`src/rtl/accel_pkg.sv`:
```
// accel_pkg: types and constants shared by the scheduler, accelerator_core and accelerator_regs.
package accel_pkg;

  localparam int ACCEL_DATA_W = 16;

  typedef enum logic [1:0] {
    IDLE,
    ISSUE,
    WAIT,
    RESP
  } sched_state_e;

endpackage

```
`src/rtl/accel_rr_arb.sv`:
```
// accel_rr_arb: combinational round-robin arbiter; the search starts at ptr_i and wraps.
module accel_rr_arb #(
  parameter int NUM_REQ = 4,
  parameter int ID_W    = $clog2(NUM_REQ)
) (
  input  logic [NUM_REQ-1:0] req_i,
  input  logic [ID_W-1:0]    ptr_i,
  output logic [NUM_REQ-1:0] gnt_o,
  output logic [ID_W-1:0]    idx_o,
  output logic               any_o
);

  logic [ID_W:0]   sum;
  logic [ID_W-1:0] cand;

  always_comb begin
    gnt_o = '0;
    idx_o = '0;
    any_o = 1'b0;
    sum   = '0;
    cand  = '0;
    for (int off = 0; off < NUM_REQ; off++) begin
      // One extra bit keeps ptr+off from wrapping early when NUM_REQ is not a power of two.
      sum = {1'b0, ptr_i} + (ID_W+1)'(off);
      if (sum >= (ID_W+1)'(NUM_REQ)) begin
        sum = sum - (ID_W+1)'(NUM_REQ);
      end
      cand = sum[ID_W-1:0];
      if (!any_o && req_i[cand]) begin
        any_o       = 1'b1;
        gnt_o[cand] = 1'b1;
        idx_o       = cand;
      end
    end
  end

endmodule

```
`src/rtl/accel_sched.sv`:
```
// accel_sched: shares one accelerator_core between NUM_REQ requesters, one job at a time.
// Optional feature: define ACCEL_SCHED_STATS_EN for per-requester job and overflow counters.
module accel_sched
  import accel_pkg::*;
#(
  parameter int NUM_REQ  = 4,
  parameter int DATA_W   = ACCEL_DATA_W,
  parameter int CORE_LAT = 2,
  parameter int ID_W     = $clog2(NUM_REQ)
) (
  input  logic                      wb_clk_i,
  input  logic                      wb_rst_i,
  input  logic [NUM_REQ-1:0]        req_valid_i,
  output logic [NUM_REQ-1:0]        req_ready_o,
  input  logic [NUM_REQ*DATA_W-1:0] req_a_i,
  input  logic [NUM_REQ*DATA_W-1:0] req_b_i,
  output logic [NUM_REQ-1:0]        rsp_valid_o,
  input  logic [NUM_REQ-1:0]        rsp_ready_i,
  output logic [DATA_W-1:0]         rsp_result_o,
  output logic                      rsp_overflow_o,
  output logic [ID_W-1:0]           rsp_id_o,
  output logic [DATA_W-1:0]         core_a_o,
  output logic [DATA_W-1:0]         core_b_o,
  input  logic [DATA_W-1:0]         core_result_i,
  input  logic                      core_overflow_i,
`ifdef ACCEL_SCHED_STATS_EN
  output logic [NUM_REQ*16-1:0]     stat_jobs_o,
  output logic [15:0]               stat_ovf_o,
  input  logic                      stat_clr_i,
`endif
  output logic                      busy_o
);

  localparam int LAT_W = (CORE_LAT > 1) ? $clog2(CORE_LAT) : 1;

  if (CORE_LAT < 1) begin : g_bad_lat
    $error("accel_sched: CORE_LAT must be at least 1");
  end

  sched_state_e        state_q, state_d;
  logic [ID_W-1:0]     rr_ptr_q, rr_ptr_d;
  logic [ID_W-1:0]     id_q, id_d;
  logic [LAT_W-1:0]    lat_cnt_q, lat_cnt_d;
  logic [DATA_W-1:0]   core_a_q, core_a_d, core_b_q, core_b_d;
  logic [DATA_W-1:0]   rsp_result_q, rsp_result_d;
  logic                rsp_overflow_q, rsp_overflow_d;
  logic [ID_W-1:0]     rsp_id_q, rsp_id_d;
  logic [NUM_REQ-1:0]  rsp_valid_q, rsp_valid_d;

  logic [NUM_REQ-1:0]  arb_gnt;
  logic [ID_W-1:0]     arb_idx;
  logic                arb_any;

  accel_rr_arb #(.NUM_REQ(NUM_REQ), .ID_W(ID_W)) u_arb (
    .req_i (req_valid_i),
    .ptr_i (rr_ptr_q),
    .gnt_o (arb_gnt),
    .idx_o (arb_idx),
    .any_o (arb_any)
  );

  always_comb begin
    // NOTE: every *_d starts as its *_q so no path through the case leaves a variable unassigned (no latch).
    state_d        = state_q;
    rr_ptr_d       = rr_ptr_q;
    id_d           = id_q;
    lat_cnt_d      = lat_cnt_q;
    core_a_d       = core_a_q;
    core_b_d       = core_b_q;
    rsp_result_d   = rsp_result_q;
    rsp_overflow_d = rsp_overflow_q;
    rsp_id_d       = rsp_id_q;
    rsp_valid_d    = rsp_valid_q;
    case (state_q)
      IDLE: begin
        if (arb_any) begin
          for (int i = 0; i < NUM_REQ; i++) begin
            if (arb_gnt[i]) begin
              core_a_d = req_a_i[i*DATA_W +: DATA_W];
              core_b_d = req_b_i[i*DATA_W +: DATA_W];
            end
          end
          id_d     = arb_idx;
          rr_ptr_d = (arb_idx == ID_W'(NUM_REQ - 1)) ? '0 : arb_idx + ID_W'(1);
          state_d  = ISSUE;
        end
      end
      ISSUE: begin
        lat_cnt_d = LAT_W'(CORE_LAT - 1);
        state_d   = WAIT;
      end
      WAIT: begin
        if (lat_cnt_q == '0) begin
          rsp_result_d       = core_result_i;
          rsp_overflow_d     = core_overflow_i;
          rsp_id_d           = id_q;
          rsp_valid_d        = '0;
          rsp_valid_d[id_q]  = 1'b1;
          state_d            = RESP;
        end else begin
          lat_cnt_d = lat_cnt_q - LAT_W'(1);
        end
      end
      RESP: begin
        if (rsp_ready_i[id_q]) begin
          rsp_valid_d = '0;
          state_d     = IDLE;
        end
      end
      default: state_d = IDLE;
    endcase
  end

  // NOTE: state registers use non-blocking assignment so every flop samples pre-edge values.
  always_ff @(posedge wb_clk_i or negedge wb_rst_i) begin
    if (!wb_rst_i) begin
      state_q        <= IDLE;
      rr_ptr_q       <= '0;
      id_q           <= '0;
      lat_cnt_q      <= '0;
      core_a_q       <= '0;
      core_b_q       <= '0;
      rsp_result_q   <= '0;
      rsp_overflow_q <= 1'b0;
      rsp_id_q       <= '0;
      rsp_valid_q    <= '0;
    end else begin
      state_q        <= state_d;
      rr_ptr_q       <= rr_ptr_d;
      id_q           <= id_d;
      lat_cnt_q      <= lat_cnt_d;
      core_a_q       <= core_a_d;
      core_b_q       <= core_b_d;
      rsp_result_q   <= rsp_result_d;
      rsp_overflow_q <= rsp_overflow_d;
      rsp_id_q       <= rsp_id_d;
      rsp_valid_q    <= rsp_valid_d;
    end
  end

  assign req_ready_o    = (state_q == IDLE) ? arb_gnt : '0;
  assign rsp_valid_o    = rsp_valid_q;
  assign rsp_result_o   = rsp_result_q;
  assign rsp_overflow_o = rsp_overflow_q;
  assign rsp_id_o       = rsp_id_q;
  assign core_a_o       = core_a_q;
  assign core_b_o       = core_b_q;
  assign busy_o         = (state_q != IDLE);

`ifdef ACCEL_SCHED_STATS_EN
  logic [15:0] jobs_q [NUM_REQ];
  logic [15:0] jobs_d [NUM_REQ];
  logic [15:0] ovf_cnt_q, ovf_cnt_d;
  logic        rsp_hs;

  assign rsp_hs = (state_q == RESP) && rsp_ready_i[id_q];

  // Clear takes priority over a same-cycle handshake; counters stick at all-ones.
  always_comb begin
    jobs_d    = jobs_q;
    ovf_cnt_d = ovf_cnt_q;
    if (stat_clr_i) begin
      for (int i = 0; i < NUM_REQ; i++) jobs_d[i] = '0;
      ovf_cnt_d = '0;
    end else if (rsp_hs) begin
      if (jobs_q[id_q] != 16'hFFFF) jobs_d[id_q] = jobs_q[id_q] + 16'd1;
      if (rsp_overflow_q && ovf_cnt_q != 16'hFFFF) ovf_cnt_d = ovf_cnt_q + 16'd1;
    end
  end

  // NOTE: the counter array is small flop storage with a visible reset value, so it is reset explicitly.
  always_ff @(posedge wb_clk_i or negedge wb_rst_i) begin
    if (!wb_rst_i) begin
      for (int i = 0; i < NUM_REQ; i++) jobs_q[i] <= '0;
      ovf_cnt_q <= '0;
    end else begin
      jobs_q    <= jobs_d;
      ovf_cnt_q <= ovf_cnt_d;
    end
  end

  for (genvar g = 0; g < NUM_REQ; g++) begin : g_stat
    assign stat_jobs_o[g*16 +: 16] = jobs_q[g];
  end
  assign stat_ovf_o = ovf_cnt_q;
`endif

endmodule

```
`config.mk`:
```
export PLATFORM = sky130hd
export DESIGN_NAME = accel_sched
export DESIGN_NICKNAME = d
export VERILOG_FILES = /design/src/rtl/accel_pkg.sv /design/src/rtl/accel_rr_arb.sv /design/src/rtl/accel_sched.sv
export SDC_FILE = /design/constraint.sdc
export NUM_CORES = 1
export LEC_CHECK = 0
export BUFFER_PORTS_ARGS = -buffer_cell sky130_fd_sc_hd__buf_2
export CAP_MARGIN = 30
export CELL_PAD_IN_SITES_DETAIL_PLACEMENT = 1
export CELL_PAD_IN_SITES_GLOBAL_PLACEMENT = 1
export CORE_MARGIN = 5
export CORE_UTILIZATION = 30
export DETAILED_ROUTE_END_ITERATION = 7
export GPL_ROUTABILITY_DRIVEN = 0
export GPL_TIMING_DRIVEN = 0
export PLACE_DENSITY = 0.74
export REMOVE_ABC_BUFFERS = 1
export SLEW_MARGIN = 15
export SYNTH_ARGS = -nofsm -noshare
export SYNTH_HDL_FRONTEND = slang
export SYNTH_SLANG_ARGS = --single-unit
export TNS_END_PERCENT = 20
```
`constraint.sdc`:
```
create_clock -name wb_clk_i -period 3.6 [get_ports wb_clk_i]
set_clock_uncertainty 0.15 [all_clocks]
set_input_delay 0.18 -clock wb_clk_i [delete_from_list [all_inputs] [get_ports wb_clk_i]]
set_output_delay 0.18 -clock wb_clk_i [all_outputs]
set_load 0.01 [all_outputs]
```
==> flow_summary.json, run 1 <==
{
  "synthCells": 540,
  "grt_pass1_vias": 6053,
  "p_seq_share_pct": 19.0,
  "ir_worst_vdd_mv": 0.3141,
  "min_from": "req_b_i[55]",
  "place_ws_ps": -1592,
  "setup-violations-final": 0,
  "min_path_cells": 3,
  "setup_ws_ps": 83.69,
  "antenna_found_initial": 3,
  "dpl.cell_count": 897,
  "status": "completed",
  "ys.flop_type": "dfrtp_1",
  "nFillCells": 1792,
  "rsz0062_at_grt": "false",
  "tightest_slew_ps": 872.2,
  "crit_arrival_ps": 3620,
  "multi_input_area_mm2": 0.002616,
  "regToRegSetupSlack_ps": 80,
  "grt-ovfl-total": 0,
  "wl_per_cell_um": 21.98,
  "drt_iter0_drc": 324,
  "layout.nets": 927,
  "synthTopCellsByArea": "dfrtp_1 (34%), inv_1 (8.5%), and4_1 (6.1%)",
  "drive_gt1_share_pct": 41.02,
  "dp_hpwl_um": 13640,
  "cap_violations": 0,
  "drtPass1Iterations": 4,
  "instances_no_fill": 958,
  "holdCritPathClass": "input pin to flip-flop",
  "critPathMaxFanout": 34,
  "port_buffers": 214,
  "crit_path_top_delay_cell": "mux4_2",
  "htreeDepth": 3,
  "ys_seq_elements": 62,
  "rows": 45,
  "min_period_ps": 3516,
  "yosysTopAreaCell": "dfrtp_1",
  "clk_pin_slew_ps": 70,
  "total_power_mw": 6.654,
  "viasPerCell": 5.618,
  "syn_area_mm2": 0.004604,
  "grt_max_degree": 43,
  "die_h_um": 133.9,
  "dieWidth_um": 133.9,
  "dieArea_mm2": 0.01793,
  "synth_edf_count": 0,
  "worstSetupPathType": "flip-flop to flip-flop",
  "synth_most_common_cell": "inv_1",
  "netlist.area_leader.share_pct": 33.70,
  "hold_end": "core_b_o[7]",
  "numCtsBuffers": 9,
  "tns_ps": 0,
  "area_growth_pct": 46.41,
  "ios": 215,
  "clockPowerShare_pct": 12.5,
  "ant_nets": 0,
  "avgSynthCellArea_um2": 8.527,
  "pwr_density_cell_mw_per_mm2": 987.1,
  "route.detailed.drc": 0,
  "yosysSeqAreaShare_pct": 33.70,
  "routed_wl_um": 21060,
  "required_ps": 3710,
  "insertion_delay_ps": 330,
  "num_vias": 5382,
  "internal_power_mw": 3.420,
  "yosysWarnings": 0,
  "fmax_ghz": 0.2844,
  "combPwrFrac_pct": 68.4,
  "cp_common_cell": "buf_6",
  "critPathLaunchType": "flip-flop",
  "slew_violations": 0,
  "critPathMaxStageDelay_ps": 630,
  "synthTopCellsByCount": "inv_1 (104), dfrtp_1 (62), clkbuf_1 (46)",
  "async_flop_share_pct": 100.0,
  "r2r_cells": 11,
  "cts.path.max_buffers": 2,
  "cts_tree": "done",
  "endpoint_kind": "flip-flop",
  "cts_root_buffer": "clkbuf_16",
  "core_mm2": 0.01515,
  "register_area_mm2": 0.001554,
  "fin_crit_sh_pct": 97.68,
  "maxSlewHeadroom_pct": 41.59,
  "ys_types": 50,
  "switching_share_pct": 48.60,
  "p_leak_nw": 3.400,
  "p_sw_mw": 3.234,
  "r2r_start": "rr_ptr_q[0]",
  "r2r_end": "core_b_o[13]",
  "grtUsageTotal_pct": 23.30,
  "clock-sinks": 62,
  "start_util_pct": 30.40,
  "grt_pass1_wl_um": 33070,
  "hold_viol": 0,
  "path_cells": "inv_1 -> ha_4 -> mux4_2 -> buf_4 -> or4b_4 -> buf_16 -> nand3_2 -> o41ai_4 -> buf_6 -> buf_6 -> a32oi_1"
}
-- power groups by stage --
stage	Combinational (mW)	Sequential (mW)	Clock (mW)
2_1_floorplan	2.10	1.40	0
3_3_place_gp	3.35	1.29	0
3_5_place_dp	3.76	1.30	0
4_1_cts	4.47	1.28	0.853
5_1_grt	4.93	1.31	0.883
6_report	4.55	1.27	0.834
-- cell families (layout without fill, tap and decap cells) --
kind of cell	count (synthesis)	count (layout)	synth area share [%]
buf+inv	164	385	14.10
other cells	0	2	0
flops	62	62	33.70
compound gates	195	197	31.49
fa+ha+maj	9	9	2.446
simple gates	87	92	11.93
mux	23	23	6.332
-- stage by stage --
step	hold slack [ps]	instance area (um2)	utilization (%)
final	32.14	6741	44.51
after CTS	24.04	6699	44.23
after floorplan	-265.6	4345	-
after detailed placement	-55.55	5959	39.35
after global routing	51.34	6739	44.49
after global placement	265.4	5652	37.32
-- flip-flops by register name, indices dropped and copies added (netlist names) --
register	flops
core_a_o	16
rsp_valid_o	4
state_q	2
rsp_result_o	16
rr_ptr_q	2
lat_cnt_q	1
id_q	2
rsp_overflow_o	1
core_b_o	16
rsp_id_o	2
-- worst max path at each step --
stage                 from              to  slack [ps]  cells past startpoint
2_1_floorplan  rr_ptr_q[0]    core_a_o[14]       -2640                      7
3_3_place_gp   rr_ptr_q[0]    core_a_o[14]       -6070                      7
3_5_place_dp   rr_ptr_q[0]     core_b_o[6]       -1590                      9
4_1_cts        rr_ptr_q[1]  req_ready_o[2]         -20                      8
5_1_grt        rr_ptr_q[1]    core_b_o[13]         0.3                     11
6_report       rr_ptr_q[0]    core_b_o[13]          80                     11
-- critical path, delay by kind of cell (launching register included) --
| kind | cells | cell delay (ps) |
|---|---|---|
| buf+inv | 5 | 870 |
| simple gates | 2 | 790 |
| compound gates | 2 | 290 |
| flops | 1 | 370 |
| fa+ha+maj | 1 | 340 |
| mux | 1 | 630 |
-- layout make-up --
cell class	instances	area share, %
multi-input combinational	321	38.81
timing repair buffer	265	24.55
sequential	62	23.05
inverter	104	5.791
clock buffer	10	3.545
tap	188	3.489
clock inverter	6	0.6867
antenna	2	0.07424
-- cell usage in the layout (no fill, tap or decap), types with 8 or more instances in the layout --
cell type and instances:
a21oi_1 35, nand2_1 22, nor2_1 13, o311ai_1 12, inv_1 104, o21ai_0 9
o31ai_1 32, o311ai_0 20, clkbuf_16 9, dfrtp_1 60, dlygate4sd3_1 18, a31oi_1 33
mux2_2 19, buf_4 18, ha_1 8, buf_2 216, and4_1 32, a32oi_1 29
-- repair_timing --
item	in CTS	in global routing
gates cloned	7	0
setup endpoints to repair	36	35
buffers inserted	16	2
hold endpoints to repair	79	0
pin swaps	6	0
hold buffers	18	0
gates resized for setup	21	8
-- layer usage --
layer	vias up	routed length, um	part of all wire (%)	GRT usage (%)
met5	-	14	0.066	0
met2	220	10340	49	40.26
met4	4	618	2.9	9.429
met3	51	1200	5.7	3.751
li1	2477	-	-	-
met1	2630	8882	42	28.98
Note: power is estimated with default switching activity, not from simulation.
==> inputs of run 2 (changes only) <==
Clock period 3.6 ns to 3 ns, I/O delays scaled along.
==> flow_summary.json, run 2 (synthesis gave the netlist of run 1 again) <==
{
  "viasPerCell": 5.759,
  "numCtsBuffers": 9,
  "num_vias": 5678,
  "dp_hpwl_um": 13640,
  "r2r_end": "core_a_o[6]",
  "antenna_found_initial": 3,
  "critPathLaunchType": "flip-flop",
  "drtPass1Iterations": 4,
  "dieArea_mm2": 0.01793,
  "r2r_cells": 11,
  "ios": 215,
  "die_h_um": 133.9,
  "grt-ovfl-total": 0,
  "drive_gt1_share_pct": 46.67,
  "r2r_start": "rr_ptr_q[1]",
  "setup-violations-final": 37,
  "path_cells": "clkinvlp_4 -> ha_4 -> mux4_2 -> buf_12 -> buf_6 -> nand2_4 -> o21ai_4 -> a221o_4 -> buf_4 -> or4_4 -> a32oi_1",
  "cts_tree": "done",
  "dpl_cell_area_mm2": 0.005959,
  "p_leak_nw": 3.672,
  "slew_violations": 0,
  "cts.path.max_buffers": 2,
  "port_buffers": 214,
  "hold_end": "core_a_o[7]",
  "endpoint_kind": "flip-flop",
  "min_path_cells": 3,
  "setup_ws_ps": -393.0,
  "dpl.cell_count": 897,
  "critPathMaxFanout": 8,
  "rows": 45,
  "whs_ps": 11.12,
  "layout.nets": 954,
  "final_area_mm2": 0.007355,
  "critPathMaxStageDelay_ps": 560,
  "rsz0062_at_grt": "true",
  "crit_arrival_ps": 3500,
  "drt_iter0_drc": 339,
  "violations": "setup timing",
  "place_ws_ps": -2192,
  "final_cell_mix": "buf_2 (214), inv_1 (102), dfrtp_1 (60)",
  "tightest_slew_ps": 873.3,
  "worstSetupPathType": "flip-flop to flip-flop",
  "holdCritPathClass": "input pin to flip-flop",
  "min_from": "req_a_i[55]",
  "clock-sinks": 62,
  "fin_crit_sh_pct": 113.1,
  "cts_root_buffer": "clkbuf_16",
  "ant_nets": 0,
  "crit_path_top_delay_cell": "mux4_2",
  "pwr_density_cell_mw_per_mm2": 1239,
  "htreeDepth": 3,
  "total_power_mw": 9.116,
  "routed_wl_um": 22880,
  "core_mm2": 0.01515,
  "instances_no_fill": 986,
  "clk_pin_slew_ps": 70,
  "grt_pass1_wl_um": 35200,
  "maxSlewHeadroom_pct": 41.52,
  "grtUsageTotal_pct": 25.03,
  "wl_per_cell_um": 23.20,
  "finalCoreUtilization_pct": 48.56,
  "required_ps": 3110,
  "route.detailed.drc": 0,
  "insertion_delay_ps": 330,
  "fmax_ghz": 0.2947,
  "start_util_pct": 30.40,
  "cap_violations": 0,
  "ir_worst_vdd_mv": 0.3874,
  "grt_pass1_vias": 6302,
  "status": "complete, but fails checks",
  "final_common_cell": "buf_2",
  "area_growth_pct": 59.73,
  "regToRegSetupSlack_ps": -390,
  "dieWidth_um": 133.9,
  "grt_max_degree": 43,
  "hold_viol": 0,
  "tns_ps": -12050,
  "min_period_ps": 3393
}
==> run 2: cell type report <==
type | count | area [um2]
Multi-Input combinational cell | 322 | 2851
Antenna cell | 3 | 7.507
Tap cell | 188 | 235.2
Clock inverter | 6 | 46.29
Sequential cell | 62 | 1554
Timing Repair Buffer | 291 | 2027
Clock buffer | 10 | 239.0
Fill cell | 1754 | 7791
Inverter | 104 | 394.1
==> run 2: repair_timing <==
action                                  4_1_cts  5_1_grt
endpoints found under the setup margin       39       38
buffers inserted                             30        8
resized for setup                            62       31
hold buffers                                 19        0
hold endpoints to repair                     80        0
cloned                                       12        1
pin swaps                                    20       15
==> run 2: critical path: cells and delay by family (launching register included) <==
kind	cells	cell delay (ps)
and+or+nand+nor	2	610
DFF	1	390
muxes	1	560
buffers and inverters	4	560
AOI/OAI and AO/OA	3	730
adders and majority gates	1	300
==> run 2: worst max-delay path by stage <==
stage                startpoint            to  depth (start not counted)
finish              rr_ptr_q[1]   core_a_o[6]                         11
global route        rr_ptr_q[1]   core_a_o[4]                         12
CTS                 rr_ptr_q[1]  core_b_o[13]                         10
detailed placement  rr_ptr_q[0]   core_b_o[6]                          9
global placement    rr_ptr_q[0]  core_a_o[14]                          7
floorplan           rr_ptr_q[0]  core_a_o[14]                          7
==> run 2: power breakdown <==
part | total [mW] | switching [mW] | internal, mW
clock | 1.01 | 0.421 | 0.586
sequential | 1.53 | 0.258 | 1.27
combinational | 6.58 | 3.64 | 2.94
==> run 2: per-layer routing <==
layer,share of wire [%],vias up,global-route usage [%]
met4,3.7,4,11.31
met3,6.3,71,4.314
met5,0.066,-,0
met1,41,2790,30.52
li1,-,2549,-
met2,49,264,43.21
